[config.mk]
export PLATFORM = sky130hd
export DESIGN_NAME = multi_debouncer
export DESIGN_NICKNAME = d
export VERILOG_FILES = /design/src/rtl/debounce_pkg.sv /design/src/rtl/debounce_ch.sv /design/src/rtl/multi_debouncer.sv
export SDC_FILE = /design/constraint.sdc
export NUM_CORES = 1
export LEC_CHECK = 0
export CORE_AREA = 5 5 140 116
export CTS_CLUSTER_SIZE = 10
export DETAILED_ROUTE_END_ITERATION = 10
export DIE_AREA = 0 0 145 121
export GPL_TIMING_DRIVEN = 0
export HOLD_SLACK_MARGIN = 0.1
export PLACE_DENSITY_LB_ADDON = 0.08
export SLEW_MARGIN = 20
export SYNTH_ARGS = -nofsm -noshare
export SYNTH_HDL_FRONTEND = slang
export SYNTH_SLANG_ARGS = --single-unit
[constraint.sdc]
create_clock -name CLK -period 3.6 [get_ports CLK]
set_input_delay 0.36 -clock CLK [delete_from_list [all_inputs] [get_ports CLK]]
set_output_delay 0.36 -clock CLK [all_outputs]
set_load 0.05 [all_outputs]
[src/rtl/debounce_pkg.sv]
// Shared definitions for the push-button debouncer family: state encoding,
// state width and the counter-width helper.
package debounce_pkg;

  localparam int unsigned ST_W = 3;

  typedef logic [ST_W-1:0] state_t;

  localparam state_t IDLE   = 3'd0;
  localparam state_t DEB_P  = 3'd1;
  localparam state_t PRESS  = 3'd2;
  localparam state_t HOLD   = 3'd3;
  localparam state_t REPEAT = 3'd4;
  localparam state_t DEB_R  = 3'd5;

  // Bits needed to count up to the largest of the three periods (minimum 1).
  function automatic int unsigned cnt_width(input int unsigned a,
                                            input int unsigned b,
                                            input int unsigned c);
    int unsigned m;
    m = a;
    if (b > m) m = b;
    if (c > m) m = c;
    return (m < 2) ? 1 : $clog2(m);
  endfunction

endpackage

[src/rtl/debounce_ch.sv]
// Single debouncer channel: polarity correction, 2-flop synchroniser,
// press/hold/repeat FSM with one shared counter and registered pulse outputs.
// Optional feature: MULTI_DEBOUNCER_REL_EN enables the release pulse.
module debounce_ch
  import debounce_pkg::*;
#(
  parameter int unsigned DB_CYC   = 1_000_000,
  parameter int unsigned HOLD_CYC = 25_000_000,
  parameter int unsigned RPT_CYC  = 5_000_000,
  parameter logic        ACT_LOW  = 1'b0
) (
  input  logic         clk,
  input  logic         rst_n,
  input  logic         pb,
  output logic         dpb,
  output logic         scen,
  output logic         mcen,
  output logic         ccen,
  output logic         rel,
  output logic [ST_W-1:0] state
);

  localparam int unsigned CW = cnt_width(DB_CYC, HOLD_CYC, RPT_CYC);
  localparam logic [CW-1:0] DB_LAST   = CW'(DB_CYC - 1);
  localparam logic [CW-1:0] HOLD_LAST = CW'(HOLD_CYC - 1);
  localparam logic [CW-1:0] RPT_LAST  = CW'(RPT_CYC - 1);

  logic [1:0]    sync_q;
  logic          s;
  state_t        state_q;
  state_t        state_d;
  logic [CW-1:0] cnt_q;
  logic [CW-1:0] cnt_d;
  logic          wrap_c;
  logic          dpb_d;
  logic          scen_d;
  logic          mcen_d;
  logic          ccen_d;
  logic          rel_d;

  // Polarity-correct and synchronise the raw button.
  always_ff @(posedge clk) begin
    if (!rst_n) sync_q <= '0;
    else        sync_q <= {sync_q[0], pb ^ ACT_LOW};
  end

  assign s = sync_q[1];

  // State and counter register.
  always_ff @(posedge clk) begin
    if (!rst_n) begin
      state_q <= IDLE;
      cnt_q   <= '0;
    end else begin
      state_q <= state_d;
      cnt_q   <= cnt_d;
    end
  end

  // Next-state and counter logic.
  always_comb begin
    state_d = state_q;
    cnt_d   = cnt_q;
    wrap_c  = 1'b0;
    case (state_q)
      IDLE: begin
        if (s) begin
          state_d = DEB_P;
          cnt_d   = '0;
        end
      end
      DEB_P: begin
        if (!s)                   state_d = IDLE;
        else if (cnt_q == DB_LAST) state_d = PRESS;
        else                      cnt_d   = cnt_q + CW'(1);
      end
      PRESS: begin
        state_d = HOLD;
        cnt_d   = '0;
      end
      HOLD: begin
        if (!s) begin
          state_d = DEB_R;
          cnt_d   = '0;
        end else if (cnt_q == HOLD_LAST) begin
          state_d = REPEAT;
          cnt_d   = '0;
        end else begin
          cnt_d = cnt_q + CW'(1);
        end
      end
      REPEAT: begin
        if (!s) begin
          state_d = DEB_R;
          cnt_d   = '0;
        end else if (cnt_q == RPT_LAST) begin
          wrap_c = 1'b1;
          cnt_d  = '0;
        end else begin
          cnt_d = cnt_q + CW'(1);
        end
      end
      DEB_R: begin
        // A bounce back to pressed restarts the release filter.
        if (s)                     cnt_d   = '0;
        else if (cnt_q == DB_LAST) state_d = IDLE;
        else                       cnt_d   = cnt_q + CW'(1);
      end
      default: begin
        state_d = IDLE;
        cnt_d   = '0;
      end
    endcase
  end

  // Output decode from the next state, registered below.
  always_comb begin
    dpb_d  = (state_d == PRESS) || (state_d == HOLD) ||
             (state_d == REPEAT) || (state_d == DEB_R);
    scen_d = (state_d == PRESS) && (state_q != PRESS);
    mcen_d = scen_d || wrap_c;
    ccen_d = (state_d == REPEAT);
`ifdef MULTI_DEBOUNCER_REL_EN
    rel_d  = (state_q == DEB_R) && (state_d == IDLE);
`else
    rel_d  = 1'b0;
`endif
  end

  // Output registers.
  always_ff @(posedge clk) begin
    if (!rst_n) begin
      dpb  <= 1'b0;
      scen <= 1'b0;
      mcen <= 1'b0;
      ccen <= 1'b0;
      rel  <= 1'b0;
    end else begin
      dpb  <= dpb_d;
      scen <= scen_d;
      mcen <= mcen_d;
      ccen <= ccen_d;
      rel  <= rel_d;
    end
  end

  assign state = state_q;

endmodule

[src/rtl/multi_debouncer.sv]
// N-channel push-button debouncer: one independent debounce_ch per button,
// all on a single clock. Optional feature: MULTI_DEBOUNCER_REL_EN drives REL;
// without it REL is tied low.
module multi_debouncer
  import debounce_pkg::*;
#(
  parameter int unsigned     N_CH     = 4,
  parameter int unsigned     DB_CYC   = 1_000_000,
  parameter int unsigned     HOLD_CYC = 25_000_000,
  parameter int unsigned     RPT_CYC  = 5_000_000,
  parameter logic [N_CH-1:0] ACT_LOW  = {N_CH{1'b0}}
) (
  input  logic                 CLK,
  input  logic                 RESET,
  input  logic [N_CH-1:0]      PB,
  output logic [N_CH-1:0]      DPB,
  output logic [N_CH-1:0]      SCEN,
  output logic [N_CH-1:0]      MCEN,
  output logic [N_CH-1:0]      CCEN,
  output logic [N_CH-1:0]      REL,
  output logic [ST_W*N_CH-1:0] STATE
);

  // One debouncer per channel.
  for (genvar i = 0; i < int'(N_CH); i++) begin : g_ch
    debounce_ch #(
      .DB_CYC  (DB_CYC),
      .HOLD_CYC(HOLD_CYC),
      .RPT_CYC (RPT_CYC),
      .ACT_LOW (ACT_LOW[i])
    ) u_ch (
      .clk  (CLK),
      .rst_n(RESET),
      .pb   (PB[i]),
      .dpb  (DPB[i]),
      .scen (SCEN[i]),
      .mcen (MCEN[i]),
      .ccen (CCEN[i]),
      .rel  (REL[i]),
      .state(STATE[i*ST_W +: ST_W])
    );
  end

endmodule
==> Word level (Yosys, flattened, before mapping) <==
Index checks and enable logic that the tools add are counted.
{ "word_totals": {"ff_bits": 136, "wordCells": 204, "out_inout_bits": 32, "input_bits": 6} }
{ "op_classes": {"muxes": 84, "n_eq_ne": 60, "n_addsub": 4, "n_reduce_logical": 28} }
{ "op_table": {"columns": ["operator", "count"], "rows": [
  ["2-to-1 mux 25 bit", 32],
  ["case mux 25 bit (5 select lines)", 4],
  ["adder 25 x 1 -> 25 bit (second input constant)", 4],
  ["== test 25 x 20 -> 1 bit (second input constant)", 4],
  ["== test 25 x 23 -> 1 bit (second input constant)", 4],
  ["== test 25 bit (second input constant)", 4],
  ["2-to-1 mux 3 bit", 32],
  ["case mux 3 bit (6 select lines)", 4],
  ["== test 3 x 2 -> 1 bit (second input constant)", 16],
  ["== test 3 bit (second input constant)", 16],
  ["logical OR 1 bit", 16],
  ["!= test 2 x 1 -> 1 bit (second input constant)", 8],
  ["== test 3 x 1 -> 1 bit (second input constant)", 4],
  ["logical NOT 3 bit", 4],
  ["2-to-1 mux 1 bit", 12],
  ["!= test 3 x 2 -> 1 bit (second input constant)", 4],
  ["AND reduction 2 bit", 4],
  ["logical AND 1 bit", 4]
]} }

==> Longest topological paths before layout <==
{ "depth": {"word_depth": 8, "mapped_depth": 9, "mapped_depth_nobuf": 7} }

==> Modules after synthesis <==
From an unflattened synthesis, not the netlist that was laid out.
{ "hier_totals": {"cells_unflattened": 1056, "area_unflattened_um2": 8189.1} }
{ "by_module_without_submodules": {"columns": ["module", "area_per_inst_um2", "cells_each", "seq_area_each_um2", "instances"], "rows": [
  ["debounce_ch (g_ch[0].u_ch ...)", 2043.2, 262, 680.7, 2],
  ["debounce_ch (g_ch[2].u_ch)", 2063.2, 264, 680.7, 1],
  ["debounce_ch (g_ch[3].u_ch)", 2039.5, 268, 680.7, 1]
]} }

==> Least setup slack after synthesis <==
OpenSTA, ideal clock, no wires.
{ "synth_timing": {"path_kind": "register -> register", "start": "register g_ch[0].u_ch.cnt_q[4]", "end": "register g_ch[0].u_ch.state_q[0]", "n_path_buf": 2, "setup_ns": 0.115, "path_stages_with_launch": 9, "t_required_ns": 3.485, "arrival_ns": 2.470, "synth_period_minus_slack_ns": 2.585, "slack_ns": 1.015, "cell_sequence": "dfxtp_1 buf_6 or4b_1 or4_1 buf_2 or4_1 a211oi_1 a221oi_1 and2_1"} }
{ "synth_between": {"elab_chain_len": 4, "elab_cells_between_ends": 9, "cone_classes": "eq/ne: 2; mux: 7"} }
{ "synth_lines": {"columns": ["element", "line_no", "rtl"], "rows": [
  ["start: declaration", "debounce_ch.sv:32", "logic [CW-1:0] cnt_q;"],
  ["start signal: assignment", "debounce_ch.sv:56", "cnt_q <= cnt_d;"],
  ["== test 25 x 20 -> 1 bit or == test 25 bit (tied branches)", "debounce_ch.sv:74, debounce_ch.sv:106, debounce_ch.sv:85", null],
  ["2-to-1 mux 3 bit (on tied branches)", "debounce_ch.sv:106, debounce_ch.sv:74, debounce_ch.sv:85", null],
  ["2-to-1 mux 3 bit (on tied branches)", "debounce_ch.sv:105, debounce_ch.sv:73, debounce_ch.sv:82", null],
  ["case mux 3 bit (6 select lines) (*)", "debounce_ch.sv:65", "case (state_q)"],
  ["end signal: assignment", "debounce_ch.sv:55", "state_q <= state_d;"],
  ["end: declaration", "debounce_ch.sv:30", "state_t state_q;"]
]} }
Mark *: on every way between the ends. The rest lies on a longest branch, timed or not.
A chain may end at the register's enable or synchronous reset.

==> Worst setup path after layout <==
{ "layout_timing": {"start": "register g_ch[2].u_ch.cnt_q[0]", "end": "register g_ch[2].u_ch.cnt_q[15]"} }
{ "layout_between": {"elab_chain_len": 4, "elab_cells_between_ends": 12, "cone_classes": "add/sub: 1; eq/ne: 3; mux: 8"} }
{ "layout_lines": {"columns": ["element", "line_no"], "rows": [
  ["start: declaration", "debounce_ch.sv:32"],
  ["start signal: assignment", "debounce_ch.sv:56"],
  ["adder 25 x 1 -> 25 bit (tied with other cells)", null],
  ["2-to-1 mux 25 bit (on tied branches) (2 in a row)", null],
  ["case mux 25 bit (5 select lines) (*)", "debounce_ch.sv:65"]
]} }
Mark *: on every way between the ends. The rest lies on a longest branch, timed or not. The select of a mux whose other input is x is not followed.

==> impl_summary.log <==
INFO  metric chipWidth = 145 um
INFO  metric layout.cells.most_common = dfxtp_1
INFO  metric fin_skew = 0.0112 ns
INFO  metric min_path_type = reg2reg
INFO  metric routed-via-count = 7,904
INFO  metric worstPathMaxFanout = 10
INFO  metric synth_edf_count = 0
INFO  metric cts_made_buffers = 17
INFO  metric clock_latency = 0.42 ns
INFO  metric worstReg2RegStart = g_ch[2].u_ch.cnt_q[0]
INFO  metric min_delay_path_depth = 1
INFO  metric cts_setup_buffers = 0
INFO  metric holdBufCountCts = 0
INFO  metric postSynth.asyncResetShare = 0
INFO  metric yosysWarnings = 0
INFO  metric rsz0062_at_grt = false
INFO  metric die_height = 121 um
INFO  metric r2r_end = g_ch[2].u_ch.cnt_q[15]
INFO  metric track_usage = 0.249
INFO  metric timing.slew.headroom = 0.314
INFO  metric clock_path_buffers = 2
INFO  metric totalPowerFinal = 3.42 mW
INFO  metric synthesis.area = 7880 sq um
INFO  metric pwr-share-seq = 0.444
INFO  metric detail_route.wl_per_cell = 17.1 um
INFO  metric fp.coreArea = 14,700 sq um
INFO  metric synth.lib_cells_used.distinct = 86
INFO  metric yosysSeqAreaShare = 0.346
INFO  metric cts.sink_count = 136
INFO  metric io_pins = 38
INFO  metric cts.reportedPaths.clkPinSlew = 0.06 ns
INFO  metric detail_route.drc_violations = 0
INFO  metric num_rows = 40
INFO  metric grt_pass1_vias = 7,116
INFO  metric gp_routability_congestion = 0.930
INFO  metric detail_route.vias_per_cell = 6.23
INFO  metric timing.hold.worst.start = g_ch[2].u_ch.sync_q[0]
INFO  metric drt-initial-drc-count = 922
INFO  metric cts_tree = done
INFO  metric maxCapViolations = 0
INFO  metric worst_slew_pin_slew = 1.02 ns
INFO  metric number_of_buffer_cells_added_on_primary_ports = 33
INFO  metric worst-setup-path-type = reg2reg
INFO  metric setup_tns = 0 ns
INFO  metric run_status = complete, no violations
INFO  metric drive_gt1_frac = 0.0806
INFO  metric cellLeakagePower = 3.11 nW
INFO  metric worstPathArrival = 3.42 ns
INFO  metric hold_violations = 0
INFO  metric drv_slew = 0
INFO  metric syn-mean-instance-area = 7.78 sq um
INFO  metric postSynthRegisterBits = 136
INFO  metric drt.antenna.violating_nets = 0
INFO  metric fmax = 0.319 GHz
INFO  metric drt_wl_total = 21,700 um
INFO  metric rrSetupSlack = 0.46 ns
INFO  metric synth_flop_cell = dfxtp_1
INFO  metric drt_pre_antenna_iters = 6
INFO  metric final_period_minus_worst_setup_slack = 3.14 ns
INFO  metric power.internal = 2.66 mW
INFO  metric cellPowerDensity = 377 nW/um^2
INFO  metric leading_cell_types_in_the_layout_fill_and_taps_excluded = dfxtp_1 (136), nand2_1 (109), nand3_1 (86)
INFO  metric cts.repair.resized = 0
INFO  metric cts_root_buffer = clkbuf_16
INFO  metric synthCells = 1,012
INFO  metric clock_power_share = 0.515
INFO  metric max_ir_drop_vdd = 0.465 mV
INFO  metric area_growth = 15.0%
INFO  metric end_kind = flop
INFO  metric grt_start_max_net_pins = 17
INFO  metric min_period_over_period = 0.872
INFO  metric sw_frac_of_total = 0.222
INFO  metric place.detailed.hpwl = 15,300 um
INFO  metric holdPathEnd = g_ch[2].u_ch.sync_q[1]
INFO  metric initial_antenna_violation_count = 0
INFO  metric setup-violations-final = 0
INFO  metric grt_pass1_wl = 36,600 um
INFO  metric kind_of_launch_point_of_the_worst_setup_path = flop
INFO  metric insertedDiodeCount = 0
INFO  metric initial_utilization = 0.537
INFO  metric htree_levels = 4
INFO  metric dieArea = 17,500 sq um
INFO  metric p_comb_frac = 0.041
INFO  metric finish.net_count = 1,077
INFO  metric grt_remaining_overflow = 0
INFO  metric worst-r2r-cell-count = 8
INFO  metric netSwitchingPower = 0.757 mW
INFO  metric cp_data_required_time = 3.88 ns
worst max-delay path by stage:
stage / slack, ns / cells after the start / end / from
3_5_place_dp: 0.30 / 7 / g_ch[3].u_ch.cnt_q[19] / RESET
2_1_floorplan: 1.02 / 8 / g_ch[0].u_ch.state[0] / g_ch[0].u_ch.cnt_q[4]
5_1_grt: 0.23 / 8 / g_ch[2].u_ch.cnt_q[15] / g_ch[2].u_ch.cnt_q[0]
3_3_place_gp: 0.36 / 7 / g_ch[3].u_ch.cnt_q[5] / RESET
6_report: 0.46 / 8 / g_ch[2].u_ch.cnt_q[15] / g_ch[2].u_ch.cnt_q[0]
4_1_cts: 0.53 / 8 / g_ch[2].u_ch.cnt_q[15] / g_ch[2].u_ch.cnt_q[0]
routing by layer:
metal  vias to the layer above  wire length [um]  GRT usage
met4                         0               429     0.0918
li1                       3892                 -          -
met2                       360              9190      0.368
met5                         -                 0          0
met1                      3618             10400      0.363
met3                        34              1600     0.0448
worst max-delay path: stages (launching register included):
cell and delay, ns:
dfxtp_1 0.38, ha_1 0.23, and4_1 0.28, nand4_1 0.19, nor3_1 0.78, o221ai_1 0.42, nand3_1 0.29, buf_2 0.28
o311ai_0 0.14
metrics by stage:
stage	instance area (sq um)	hold slack, ns	setup slack, ns	utilization	cells
4_1_cts	9060	0.432	0.525	0.618	1269
3_3_place_gp	8460	0.414	0.356	0.577	1237
6_report	9060	0.431	0.462	0.618	1269
3_5_place_dp	8460	0.419	0.300	0.577	1237
5_1_grt	9060	0.455	0.227	0.618	1269
2_1_floorplan	7890	0.412	1.02	-	1015
registers in the layout, indices dropped and copies added (netlist names):
register          flops
g_ch.u_ch.sync_q      8
g_ch.u_ch.dpb         4
g_ch.u_ch.scen        4
g_ch.u_ch.state      12
g_ch.u_ch.mcen        4
g_ch.u_ch.cnt_q     100
g_ch.u_ch.ccen        4
cells in the mapped netlist (7+ instances only):
| cell | n | area share |
|---|---|---|
| dfxtp_1 | 136 | 0.35 |
| nand2_1 | 109 | 0.052 |
| nand3_1 | 86 | 0.055 |
| nor2_1 | 68 | 0.032 |
| a21oi_1 | 48 | 0.030 |
| clkbuf_1 | 37 | 0.018 |
| nand4_1 | 37 | 0.029 |
| o21ai_0 | 37 | 0.024 |
| inv_1 | 33 | 0.016 |
| and3_1 | 30 | 0.024 |
| a31oi_1 | 28 | 0.022 |
| nor3_1 | 27 | 0.017 |
| and2_1 | 25 | 0.020 |
| buf_4 | 22 | 0.021 |
| nand2b_1 | 18 | 0.014 |
| nor4_1 | 15 | 0.012 |
| o31ai_1 | 15 | 0.014 |
| and4_1 | 12 | 0.013 |
| a21o_1 | 11 | 0.010 |
| nand4b_1 | 11 | 0.012 |
| nor2b_1 | 11 | 0.0087 |
| o211ai_1 | 11 | 0.010 |
| or4_1 | 11 | 0.010 |
| a41oi_1 | 10 | 0.011 |
| o311ai_0 | 10 | 0.011 |
| or3_1 | 9 | 0.0071 |
| mux2i_1 | 7 | 0.0089 |
| nand3b_1 | 7 | 0.0067 |
| nor4b_1 | 7 | 0.0078 |
| o22ai_1 | 7 | 0.0056 |
power by group through the flow:
stage / registers [mW] / logic (mW) / clock network [mW]
floorplan: 1.55 / 0.0867 / 0
global placement: 1.55 / 0.136 / 0
detailed placement: 1.55 / 0.137 / 0
CTS: 1.51 / 0.138 / 1.78
global route: 1.52 / 0.152 / 1.85
finish: 1.52 / 0.140 / 1.76
cells by family after synthesis:
family                   synth area share
AO/OA/AOI/OAI                       0.207
XOR/XNOR                           0.0122
adder cells (fa/ha/maj)           0.00635
AND/OR/NAND/NOR                     0.352
buffers and inverters              0.0659
flip-flops                          0.346
multiplexers                       0.0103
other                            0.000476
cell type report:
type / instances / area [sq um]
plain buffers: 73 / 392
well taps: 189 / 236
clock buffers: 25 / 505
fillers: 1321 / 5600
multi-input cells: 772 / 4660
repair buffers: 33 / 330
flip-flops and latches: 136 / 2720
inverters: 34 / 128
clock inverters: 7 / 90.1
No activity file was read; power rests on OpenSTA's default activity.
